## src/rtl/dma_ctrl.sv

```systemverilog
// dma_ctrl: memory-to-memory DMA engine and bus arbiter for the 6502 system bus.
// The CPU programs SRC/DST/LEN/CTRL through an 8-byte window at F700-F7FF. A start
// takes the bus by holding CPU RDY low, and then copies one byte every two cycles
// (RD, WR). After BURST bytes the bus is handed back to the CPU for one cycle.
//
// Ports:
//   clk, rst        clock, asynchronous active-low reset
//   cs, we, addr    CPU register window select / write enable / register index
//   din, dout       CPU write data / registered read data
//   mem_di          system read data, valid one cycle after the address
//   dma_ab, dma_do  DMA address and write data onto the system bus
//   dma_we          DMA write strobe (only in WR)
//   bus_own         top level selects DMA bus signals when 1
//   cpu_rdy         CPU RDY, always the complement of bus_own
//   irq             level interrupt, done & irq_en
module dma_ctrl #(
  parameter int BURST = 16,
  parameter int LEN_W = 16
) (
  input  logic        clk,
  input  logic        rst,
  input  logic        cs,
  input  logic        we,
  input  logic [2:0]  addr,
  input  logic [7:0]  din,
  output logic [7:0]  dout,
  input  logic [7:0]  mem_di,
  output logic [15:0] dma_ab,
  output logic [7:0]  dma_do,
  output logic        dma_we,
  output logic        bus_own,
  output logic        cpu_rdy,
  output logic        irq
);

  localparam int BCW = (BURST > 0) ? $clog2(BURST + 1) : 1;

  typedef enum logic [2:0] {
    S_IDLE  = 3'd0,
    S_GRANT = 3'd1,
    S_RD    = 3'd2,
    S_WR    = 3'd3,
    S_YIELD = 3'd4,
    S_DONE  = 3'd5
  } state_e;

  state_e           state_q, state_d;
  logic [15:0]      src_q, src_d;
  logic [15:0]      dst_q, dst_d;
  logic [LEN_W-1:0] len_q, len_d;
  logic [BCW-1:0]   burst_q, burst_d;
  logic             irq_en_q, irq_en_d;
  logic             src_fixed_q, src_fixed_d;
  logic             dst_fixed_q, dst_fixed_d;
  logic             busy_q, busy_d;
  logic             done_q, done_d;
  logic [7:0]       dout_q, dout_d;
  logic [15:0]      ab_q, ab_d;
  logic             we_q, we_d;
  logic             own_q, own_d;
  logic             rdy_q, rdy_d;

  logic             cpu_wr;
  logic [7:0]       rdata;
  logic [15:0]      len_rd;
  logic [15:0]      len_wr;

  always_comb begin
    state_d     = state_q;
    src_d       = src_q;
    dst_d       = dst_q;
    len_d       = len_q;
    burst_d     = burst_q;
    irq_en_d    = irq_en_q;
    src_fixed_d = src_fixed_q;
    dst_fixed_d = dst_fixed_q;
    busy_d      = busy_q;
    done_d      = done_q;
    dout_d      = dout_q;
    len_rd      = 16'(len_q);
    len_wr      = len_rd;
    rdata       = '0;

    // Only cycles where the CPU really drives the bus can write the window.
    cpu_wr = cs & we & rdy_q;

    case (addr)
      3'd0:    rdata = src_q[7:0];
      3'd1:    rdata = src_q[15:8];
      3'd2:    rdata = dst_q[7:0];
      3'd3:    rdata = dst_q[15:8];
      3'd4:    rdata = len_rd[7:0];
      3'd5:    rdata = len_rd[15:8];
      3'd6:    rdata = {4'b0, dst_fixed_q, src_fixed_q, irq_en_q, 1'b0};
      default: rdata = {6'b0, done_q, busy_q};
    endcase

    if (cs && !we) begin
      dout_d = rdata;
    end

    // While busy only irq_en and the done-clear are writable.
    if (cpu_wr) begin
      case (addr)
        3'd0: if (!busy_q) src_d[7:0]  = din;
        3'd1: if (!busy_q) src_d[15:8] = din;
        3'd2: if (!busy_q) dst_d[7:0]  = din;
        3'd3: if (!busy_q) dst_d[15:8] = din;
        3'd4: if (!busy_q) begin
          len_wr[7:0] = din;
          len_d       = LEN_W'(len_wr);
        end
        3'd5: if (!busy_q) begin
          len_wr[15:8] = din;
          len_d        = LEN_W'(len_wr);
        end
        3'd6: begin
          irq_en_d = din[1];
          if (!busy_q) begin
            src_fixed_d = din[2];
            dst_fixed_d = din[3];
          end
        end
        default: if (din[1]) done_d = 1'b0;
      endcase
    end

    case (state_q)
      S_IDLE: begin
        if (cpu_wr && addr == 3'd6 && din[0] && !busy_q) begin
          burst_d = '0;
          if (len_q == '0) begin
            state_d = S_DONE;
            done_d  = 1'b1;
          end else begin
            state_d = S_GRANT;
            busy_d  = 1'b1;
            done_d  = 1'b0;
          end
        end
      end
      S_GRANT: state_d = S_RD;
      S_RD:    state_d = S_WR;
      S_WR: begin
        src_d   = src_fixed_q ? src_q : src_q + 16'd1;
        dst_d   = dst_fixed_q ? dst_q : dst_q + 16'd1;
        len_d   = len_q - LEN_W'(1);
        burst_d = burst_q + BCW'(1);
        if (len_d == '0) begin
          state_d = S_DONE;
          busy_d  = 1'b0;
          done_d  = 1'b1;
        end else if (BURST != 0 && burst_d == BCW'(BURST)) begin
          state_d = S_YIELD;
        end else begin
          state_d = S_RD;
        end
      end
      S_YIELD: begin
        burst_d = '0;
        state_d = S_GRANT;
      end
      S_DONE:  state_d = S_IDLE;
      default: state_d = S_IDLE;
    endcase

    // Bus outputs are registered from the next state so they line up with it.
    own_d = (state_d == S_GRANT) || (state_d == S_RD) || (state_d == S_WR);
    rdy_d = ~own_d;
    we_d  = (state_d == S_WR);
    ab_d  = ab_q;
    if (state_d == S_RD) begin
      ab_d = src_d;
    end else if (state_d == S_WR) begin
      ab_d = dst_d;
    end
  end

  always_ff @(posedge clk or negedge rst) begin
    if (!rst) begin
      state_q     <= S_IDLE;
      src_q       <= '0;
      dst_q       <= '0;
      len_q       <= '0;
      burst_q     <= '0;
      irq_en_q    <= 1'b0;
      src_fixed_q <= 1'b0;
      dst_fixed_q <= 1'b0;
      busy_q      <= 1'b0;
      done_q      <= 1'b0;
      dout_q      <= '0;
      ab_q        <= '0;
      we_q        <= 1'b0;
      own_q       <= 1'b0;
      rdy_q       <= 1'b1;
    end else begin
      state_q     <= state_d;
      src_q       <= src_d;
      dst_q       <= dst_d;
      len_q       <= len_d;
      burst_q     <= burst_d;
      irq_en_q    <= irq_en_d;
      src_fixed_q <= src_fixed_d;
      dst_fixed_q <= dst_fixed_d;
      busy_q      <= busy_d;
      done_q      <= done_d;
      dout_q      <= dout_d;
      ab_q        <= ab_d;
      we_q        <= we_d;
      own_q       <= own_d;
      rdy_q       <= rdy_d;
    end
  end

  assign dout    = dout_q;
  assign dma_ab  = ab_q;
  assign dma_we  = we_q;
  assign bus_own = own_q;
  assign cpu_rdy = rdy_q;
  assign irq     = done_q & irq_en_q;
  // Read data only arrives during WR, so the write data is passed straight through.
  assign dma_do  = we_q ? mem_di : '0;

endmodule

```

## config.mk

```make
export PLATFORM = sky130hd
export DESIGN_NAME = dma_ctrl
export DESIGN_NICKNAME = d
export VERILOG_FILES = /design/src/rtl/dma_ctrl.sv
export SDC_FILE = /design/constraint.sdc
export NUM_CORES = 1
export LEC_CHECK = 0
export CORE_MARGIN = 3
export CORE_UTILIZATION = 40
export CTS_CLUSTER_DIAMETER = 150
export DETAILED_ROUTE_END_ITERATION = 6
export DONT_BUFFER_PORTS = 1
export MAX_ROUTING_LAYER = met4
export PLACE_DENSITY = 0.55
export SLEW_MARGIN = 5
export SYNTH_ARGS = -nofsm -noshare
export SYNTH_HDL_FRONTEND = slang
export SYNTH_SLANG_ARGS = --single-unit
```

## constraint.sdc

```tcl
create_clock -name clk -period 3.01 [get_ports clk]
set_input_delay 0.4515 -clock clk [delete_from_list [all_inputs] [get_ports clk]]
set_output_delay 0.4515 -clock clk [all_outputs]
set_load 0.05 [all_outputs]
```

==> flow_metrics.env, run 1 <==
export IMPL_hold_class="in2async"
export IMPL_place_inst=807
export IMPL_cts_max_level=3
export IMPL_avgViaCountPerCell=6.21
export IMPL_dp_worst_setup_slack_ps=-198
export IMPL_synth_top_area_share_pct=39.5
export IMPL_dominantRegCellSynth="dfrtp_1"
export IMPL_ys_ff_latch=88
export IMPL_synthesis_area_sq_mm=0.00552
export IMPL_initial_core_util_pct=41.3
export IMPL_ios=59
export IMPL_synthTopCellsByArea="dfrtp_1 39%, nor2_1 5.3%, o21ai_0 4.1%, nand2_1 3.9%, a21oi_1 3.6%"
export IMPL_p_per_area_mw_per_mm2=1110
export IMPL_numCtsBuffers=9
export IMPL_criticalPathCategory="reg2reg"
export IMPL_nNetsFinal=681
export IMPL_rows=42
export IMPL_slew_headroom_pct=44.4
export IMPL_die_area_sq_mm=0.0152
export IMPL_cts_tree="built"
export IMPL_syn_num_nets=654
export IMPL_syn2layout_area_growth_pct=16.9
export IMPL_rsz0062_at_grt="yes"
export IMPL_clkTransAtPathRegs_ps=60
export IMPL_gp_congestion=0.930
export IMPL_clk_latency_ps=350
export IMPL_finalHoldViolations=0
export IMPL_grt_pass1_vias=4941
export IMPL_start_kind="register"
export IMPL_grt_pass1_wl_mm=27.9
export IMPL_syn_avg_cell_area_sq_um=8.82
export IMPL_antennaDiodeCount=0
export IMPL_async_flop_share_pct=100
export IMPL_peakVddDrop_mv=0.494
export IMPL_die_height_um=123
export IMPL_required_ps=3240
export IMPL_swShare_pct=47.1
export IMPL_maxSlewViolCount=0
export IMPL_end_kind="register"
export IMPL_core_area_sq_mm=0.0133
export IMPL_switchingPower_w=0.00336
export IMPL_violations="setup timing"
export IMPL_fin_worst_skew_ps=9.46
export IMPL_firstDrtPassIters=5
export IMPL_layout_common_cells="87 x dfrtp_1, 78 x nor2_1, 58 x nand2_1"
export IMPL_period_needed_ps=3030
export IMPL_track_usage_pct=24.9
export IMPL_final_common_cell="dfrtp_1"
export IMPL_status="finished, violations left"
export IMPL_final_cells=833
export IMPL_utilization_pct=48.3
export IMPL_stdcell_area_sq_mm=0.00645
export IMPL_cellLeakagePower_nw=2.64
export IMPL_yosysWarnings=0
export IMPL_max_slew_worst_pin_slew_ps=830
export IMPL_synth_edff_count=0
export IMPL_fin_crit_sh_pct=101
export IMPL_seqPwrFrac_pct=35.1
export IMPL_ys_seq_area_share_pct=40.0
export IMPL_worst_path_max_fanout=4
export IMPL_dpl_instance_area_sq_mm=0.00589
export IMPL_drtIter0Drc=520
export IMPL_setup_violations=1
export IMPL_die_w_um=123
export IMPL_max_freq_mhz=330
export IMPL_hpwlAfterDp_mm=12.9
export IMPL_intPower_w=0.00377
export IMPL_ys_types=73
export IMPL_maxCapViolCount=0
export IMPL_setup_ws_ps=-22.7
export IMPL_routed_wl_mm=18.2
export IMPL_wl_per_cell_um=21.8
export IMPL_syn_inst=625
export IMPL_drive_gt1_share_pct=18.4
export IMPL_grt_antenna_before_repair=0
export IMPL_hold_worst_slack_ps=8.60
export IMPL_clockPowerShare_pct=17.3
export IMPL_grt_ovfl_total=0
export IMPL_clock_sinks=88
export IMPL_cp_arrival_ps=3270
export IMPL_grt_max_degree=89
export IMPL_root_buffer="clkbuf_16"
export IMPL_ctsLongestPathBuffers=2
export IMPL_p_comb_share_pct=47.6
export IMPL_drc=0
export IMPL_vias=5171
export IMPL_yosysTopAreaCell="dfrtp_1"
export IMPL_drtAntennaViolNets=0
export IMPL_io_buffers=0
==> through the flow <==
step                TNS (ps)  total power (W)
global route           -1130          0.00756
floorplan                  0          0.00456
detailed placement     -1810          0.00556
CTS                    -73.8          0.00700
global placement       -1230          0.00550
finish                 -22.7          0.00713
==> flip-flops by register name (all words and copies together), names as in the netlist, 3 cells and up <==
| name | flops |
|---|---|
| dma_ab | 16 |
| dst_q | 16 |
| len_q | 16 |
| src_q | 16 |
| dout | 8 |
| burst_q | 5 |
| state_q | 3 |
==> cell usage after synthesis (all sizes together), types with 7 or more instances <==
| library cell | number |
|---|---|
| o21ai | 45 |
| a21oi | 40 |
| nand2b | 7 |
| nand2 | 58 |
| clkbuf | 18 |
| nand4 | 10 |
| nand3 | 23 |
| and2 | 12 |
| dfrtp | 87 |
| buf | 17 |
| a31oi | 15 |
| mux2i | 19 |
| inv | 13 |
| o221a | 11 |
| nor2 | 79 |
| mux2 | 17 |
| nor3 | 25 |
==> final cells by class <==
type	count	area, sq um
clock inverter	5	80.1
timing repair buffer	51	418
fill	1302	6900
sequential	88	2200
clock buffer	11	243
inverter	14	57.6
tap	176	220
multi-input combinational	488	3230
==> routing by layer <==
metal / global-route usage (%) / share of wire [%] / routed length (um) / up-vias
li1: - / - / - / 2388
met1: 32.8 / 43 / 7830 / 2529
met2: 37.0 / 46 / 8410 / 217
met3: 5.03 / 6.9 / 1260 / 37
met4: 11.1 / 3.7 / 673 / 0
met5: - / 0 / 0 / -
==> cells by family (layout without fill, tap and decap cells) <==
| kind of cell | count (synthesis) | in the layout | share of synthesized area (%) |
|---|---|---|---|
| AOI/OAI and AO/OA | 179 | 179 | 22.1 |
| xor gates and xnor gates | 5 | 5 | 0.930 |
| adders and majority gates | 6 | 6 | 1.36 |
| buffers and inverters | 49 | 81 | 3.90 |
| DFF | 88 | 88 | 40.0 |
| muxes | 39 | 39 | 8.14 |
| and+or+nand+nor | 259 | 259 | 23.6 |
==> power by group through the flow <==
| stage | logic [W] | clock network (W) | registers, W |
|---|---|---|---|
| final | 0.00339 | 0.00123 | 0.00250 |
| after floorplan | 0.00217 | 0 | 0.00239 |
| after CTS | 0.00326 | 0.00126 | 0.00248 |
| after global routing | 0.00369 | 0.00131 | 0.00256 |
| after detailed placement | 0.00306 | 0 | 0.00251 |
| after global placement | 0.00301 | 0 | 0.00249 |
==> worst max-delay path, cell delays in order, from the launching register on <==
cell       delay [ps]
dfrtp_1           380
or4_4             540
or4_4             610
xnor2_4           210
buf_6             130
nor3_4             40
a2111oi_4         450
buf_4             210
nor3b_1            50
a311o_1           300
==> path summary, 6_finish.rpt <==
path	from	to	slack, ps	cells past startpoint
worst max-delay path	len_q[6]	dma_ab[15]	-20	9
worst min-delay path	rst	len_q[1]	9	1
worst max register to register	len_q[6]	dma_ab[15]	-20	9
worst min register to register	irq_en_q	irq_en_q	560	1
max in group asynchronous	rst	cpu_rdy	2600	1
min in group clk	din[3]	len_q[3]	250	2
==> what timing repair did <==
| action | 4_1_cts | 5_1_grt |
|---|---|---|
| endpoints found under the hold margin | 88 | 0 |
| setup endpoints to repair | 16 | 16 |
| buffers inserted | 7 | 3 |
| hold buffers | 1 | 0 |
| gates resized for setup | 12 | 16 |
| pin swaps | 9 | 6 |
Power figures use the tool's default switching activity.
==> run 2, diff against run 1 <==
- ABC_AREA: default -> 1
==> run 2 against run 1 <==
- the flow finishes with violations (hold timing)
- via count up 11%
- cell area fell by 2.3%
- global-route usage grew 1.1 points
- first-iteration DRC count decreased by 4.6%
- total power grew 1.8%
- register-to-register slack better by 480 ps
- combinational power about the same
- clock skew up 1.2 ps
- clock power decreased by 5%
- critical path type unchanged
- critical endpoint is now dma_ab[10]
==> flow_metrics.env, run 2 <==
export IMPL_criticalPathCategory="reg2reg"
export IMPL_root_buffer="clkbuf_16"
export IMPL_setup_tns_ps=0
export IMPL_die_height_um=127
export IMPL_rows=43
export IMPL_status="finished, violations left"
export IMPL_syn_num_nets=872
export IMPL_gp_congestion=1.00
export IMPL_seqPwrFrac_pct=37.6
export IMPL_maxSlewViolCount=0
export IMPL_antennaDiodeCount=0
export IMPL_final_common_cell="nand2_1"
export IMPL_path_common_cell="nand2_1"
export IMPL_end_kind="register"
export IMPL_required_ps=3300
export IMPL_syn2layout_area_growth_pct=8.37
export IMPL_peakVddDrop_mv=0.494
export IMPL_synth_top_area_share_pct=37.5
export IMPL_rsz0062_at_grt="no"
export IMPL_drc=0
export IMPL_syn_inst=843
export IMPL_fin_crit_sh_pct=85.0
export IMPL_slew_headroom_pct=54.0
export IMPL_die_area_sq_mm=0.0160
export IMPL_ios=59
export IMPL_worstRegToRegCells=16
export IMPL_yosysTopAreaCell="dfrtp_1"
export IMPL_clk_latency_ps=350
export IMPL_grt_ovfl_total=0
export IMPL_grt_pass1_wl_mm=31.0
export IMPL_max_slew_worst_pin_slew_ps=689
export IMPL_ys_seq_area_share_pct=37.9
export IMPL_firstDrtPassIters=5
export IMPL_hold_worst_slack_ps=-36.2
export IMPL_clkTransAtPathRegs_ps=70
export IMPL_p_per_area_mw_per_mm2=1150
export IMPL_r2r_start="len_q[1]"
export IMPL_max_freq_mhz=391
export IMPL_drtIter0Drc=496
export IMPL_clockPowerShare_pct=16.1
export IMPL_ctsLongestPathBuffers=2
export IMPL_cellLeakagePower_nw=3.06
export IMPL_cts_max_level=3
export IMPL_nNetsFinal=866
export IMPL_synthesis_area_sq_mm=0.00581
export IMPL_start_kind="register"
export IMPL_wl_per_cell_um=19.4
export IMPL_vias=5733
export IMPL_utilization_pct=44.9
export IMPL_period_needed_ps=2560
export IMPL_drtAntennaViolNets=0
export IMPL_synth_edff_count=0
export IMPL_drive_gt1_share_pct=7.01
export IMPL_drt_met1_wl_mm=8.64
export IMPL_swShare_pct=53.5
export IMPL_switchingPower_w=0.00388
export IMPL_setup_violations=0
export IMPL_crit_chain="inv_1, ha_1, nand2_2, nor2_2, nand3_1, nand2_1, nand2_1, nand2_1, nor2_2, nand3_2, nand2_1, nand2_1, nand2_2, a21oi_1, nand2_1, nand2_1"
export IMPL_maxCapViolCount=0
export IMPL_hpwlAfterDp_mm=15.0
export IMPL_cp_arrival_ps=2850
export IMPL_synth_most_common_cell="nand2_1"
export IMPL_violations="hold timing"
export IMPL_async_flop_share_pct=100
export IMPL_reg2reg_to="dma_ab[10]"
export IMPL_core_area_sq_mm=0.0140
export IMPL_cp_top_family="simple AND/OR/NAND/NOR gates"
export IMPL_die_w_um=127
export IMPL_grt_antenna_before_repair=0
export IMPL_yosysWarnings=0
export IMPL_syn_avg_cell_area_sq_um=6.90
export IMPL_fin_worst_skew_ps=10.7
export IMPL_wl_met3_mm=1.03
export IMPL_cts_tree="built"
export IMPL_synthTopCellsByArea="dfrtp_1 37%, nand2_1 15%, inv_1 7.8%, o21ai_0 4.9%, a21oi_1 4.5%"
export IMPL_multi_input_area_sq_mm=0.00298
export IMPL_ff2ff_setup_slack_ps=450
export IMPL_grt_pass1_vias=5511
export IMPL_track_usage_pct=25.9
export IMPL_cp_slowest_stage_delay_ps=410
export IMPL_initial_core_util_pct=41.4
export IMPL_dominantRegCellSynth="dfrtp_1"
export IMPL_synthTopCellsByCount="227 x nand2_1, 121 x inv_1, 87 x dfrtp_1"
export IMPL_worstSetupPathDepth=16
export IMPL_ff_latch_area_sq_mm=0.00220
export IMPL_routed_wl_mm=19.8
export IMPL_io_buffers=0
export IMPL_finalHoldViolations=10
export IMPL_clock_sinks=88
export IMPL_slowest_stage="dfrtp_1"
export IMPL_ys_ff_latch=88
export IMPL_avgViaCountPerCell=5.61
export IMPL_ys_types=44
export IMPL_grt_max_degree=89
export IMPL_top_layer="met4"
export IMPL_layout_common_cells="227 x nand2_1, 121 x inv_1, 87 x dfrtp_1"
export IMPL_worst_path_max_fanout=32
export IMPL_intPower_w=0.00337
export IMPL_crit_buf_inv=1
export IMPL_hold_class="in2async"
export IMPL_p_comb_share_pct=46.3
export IMPL_dr_wl_met2_mm=9.06
export IMPL_fill_cells=1489
export IMPL_numCtsBuffers=9
## run 2: cell count changes after synthesis, sizes merged, moves of 19 or more
| cell | previous run | this run |
|---|---|---|
| inv | 13 | 132 |
| mux2i | 19 | 0 |
| nand2 | 58 | 232 |
| nand3 | 23 | 42 |
| o211ai | 2 | 21 |
| o21ai | 45 | 65 |
## run 2: cell families after synthesis
group | synth area share, %
xor+xnor | 2.41
simple gates | 29.0
flops | 37.9
buf+inv | 10.8
compound gates | 18.6
fa+ha+maj | 1.29
## run 2: metal layers
layer	global-route usage, %	vias to the layer above
met1	33.6	2734
li1	-	2746
met5	-	-
met2	38.8	197
met4	15.1	0
met3	3.71	56
## run 2: area by class of cell
type,count,share of cell area [%]
Inverter,134,8.02
Tap cell,180,3.57
Sequential cell,88,35.0
Multi-Input combinational cell,596,47.3
Clock inverter,3,0.675
Timing Repair Buffer,8,1.27
Clock buffer,13,4.13
## run 2: how the worst max path moves through the flow
| stage | from | to | slack (ps) |
|---|---|---|---|
| final | len_q[1] | dma_ab[10] | 450 |
| after global routing | len_q[1] | bus_own | 110 |
| after CTS | len_q[0] | dma_ab[10] | 440 |
| after detailed placement | len_q[0] | dma_ab[10] | 440 |
| after global placement | cpu_rdy | dma_ab[11] | 520 |
| after floorplan | cpu_rdy | dma_ab[2] | 920 |
## run 2: metrics by stage
| step | worst slack [ps] | cells | total power (W) | area (sq um) |
|---|---|---|---|---|
| final | 452 | 1022 | 0.00725 | 6300 |
| after global routing | 112 | 1022 | 0.00784 | 6300 |
| after CTS | 441 | 1022 | 0.00727 | 6300 |
| after detailed placement | 441 | 1005 | 0.00606 | 5970 |
| after global placement | 518 | 1005 | 0.00600 | 5970 |
| after floorplan | 917 | 843 | 0.00514 | 5810 |
## run 2: timing repair
action | in CTS | in global routing
buffers inserted | 0 | 0
hold buffers | 1 | 0
endpoints found under the hold margin | 88 | 0
setup endpoints to repair | 0 | 0
resized for setup | 0 | 0
## run 2: power groups by stage
| stage | Combinational (W) | Sequential [W] | Clock, W |
|---|---|---|---|
| 3_5_place_dp | 0.00332 | 0.00274 | 0 |
| 3_3_place_gp | 0.00326 | 0.00274 | 0 |
| 4_1_cts | 0.00335 | 0.00272 | 0.00119 |
| 2_1_floorplan | 0.00256 | 0.00258 | 0 |
| 6_report | 0.00336 | 0.00273 | 0.00117 |
| 5_1_grt | 0.00379 | 0.00279 | 0.00125 |
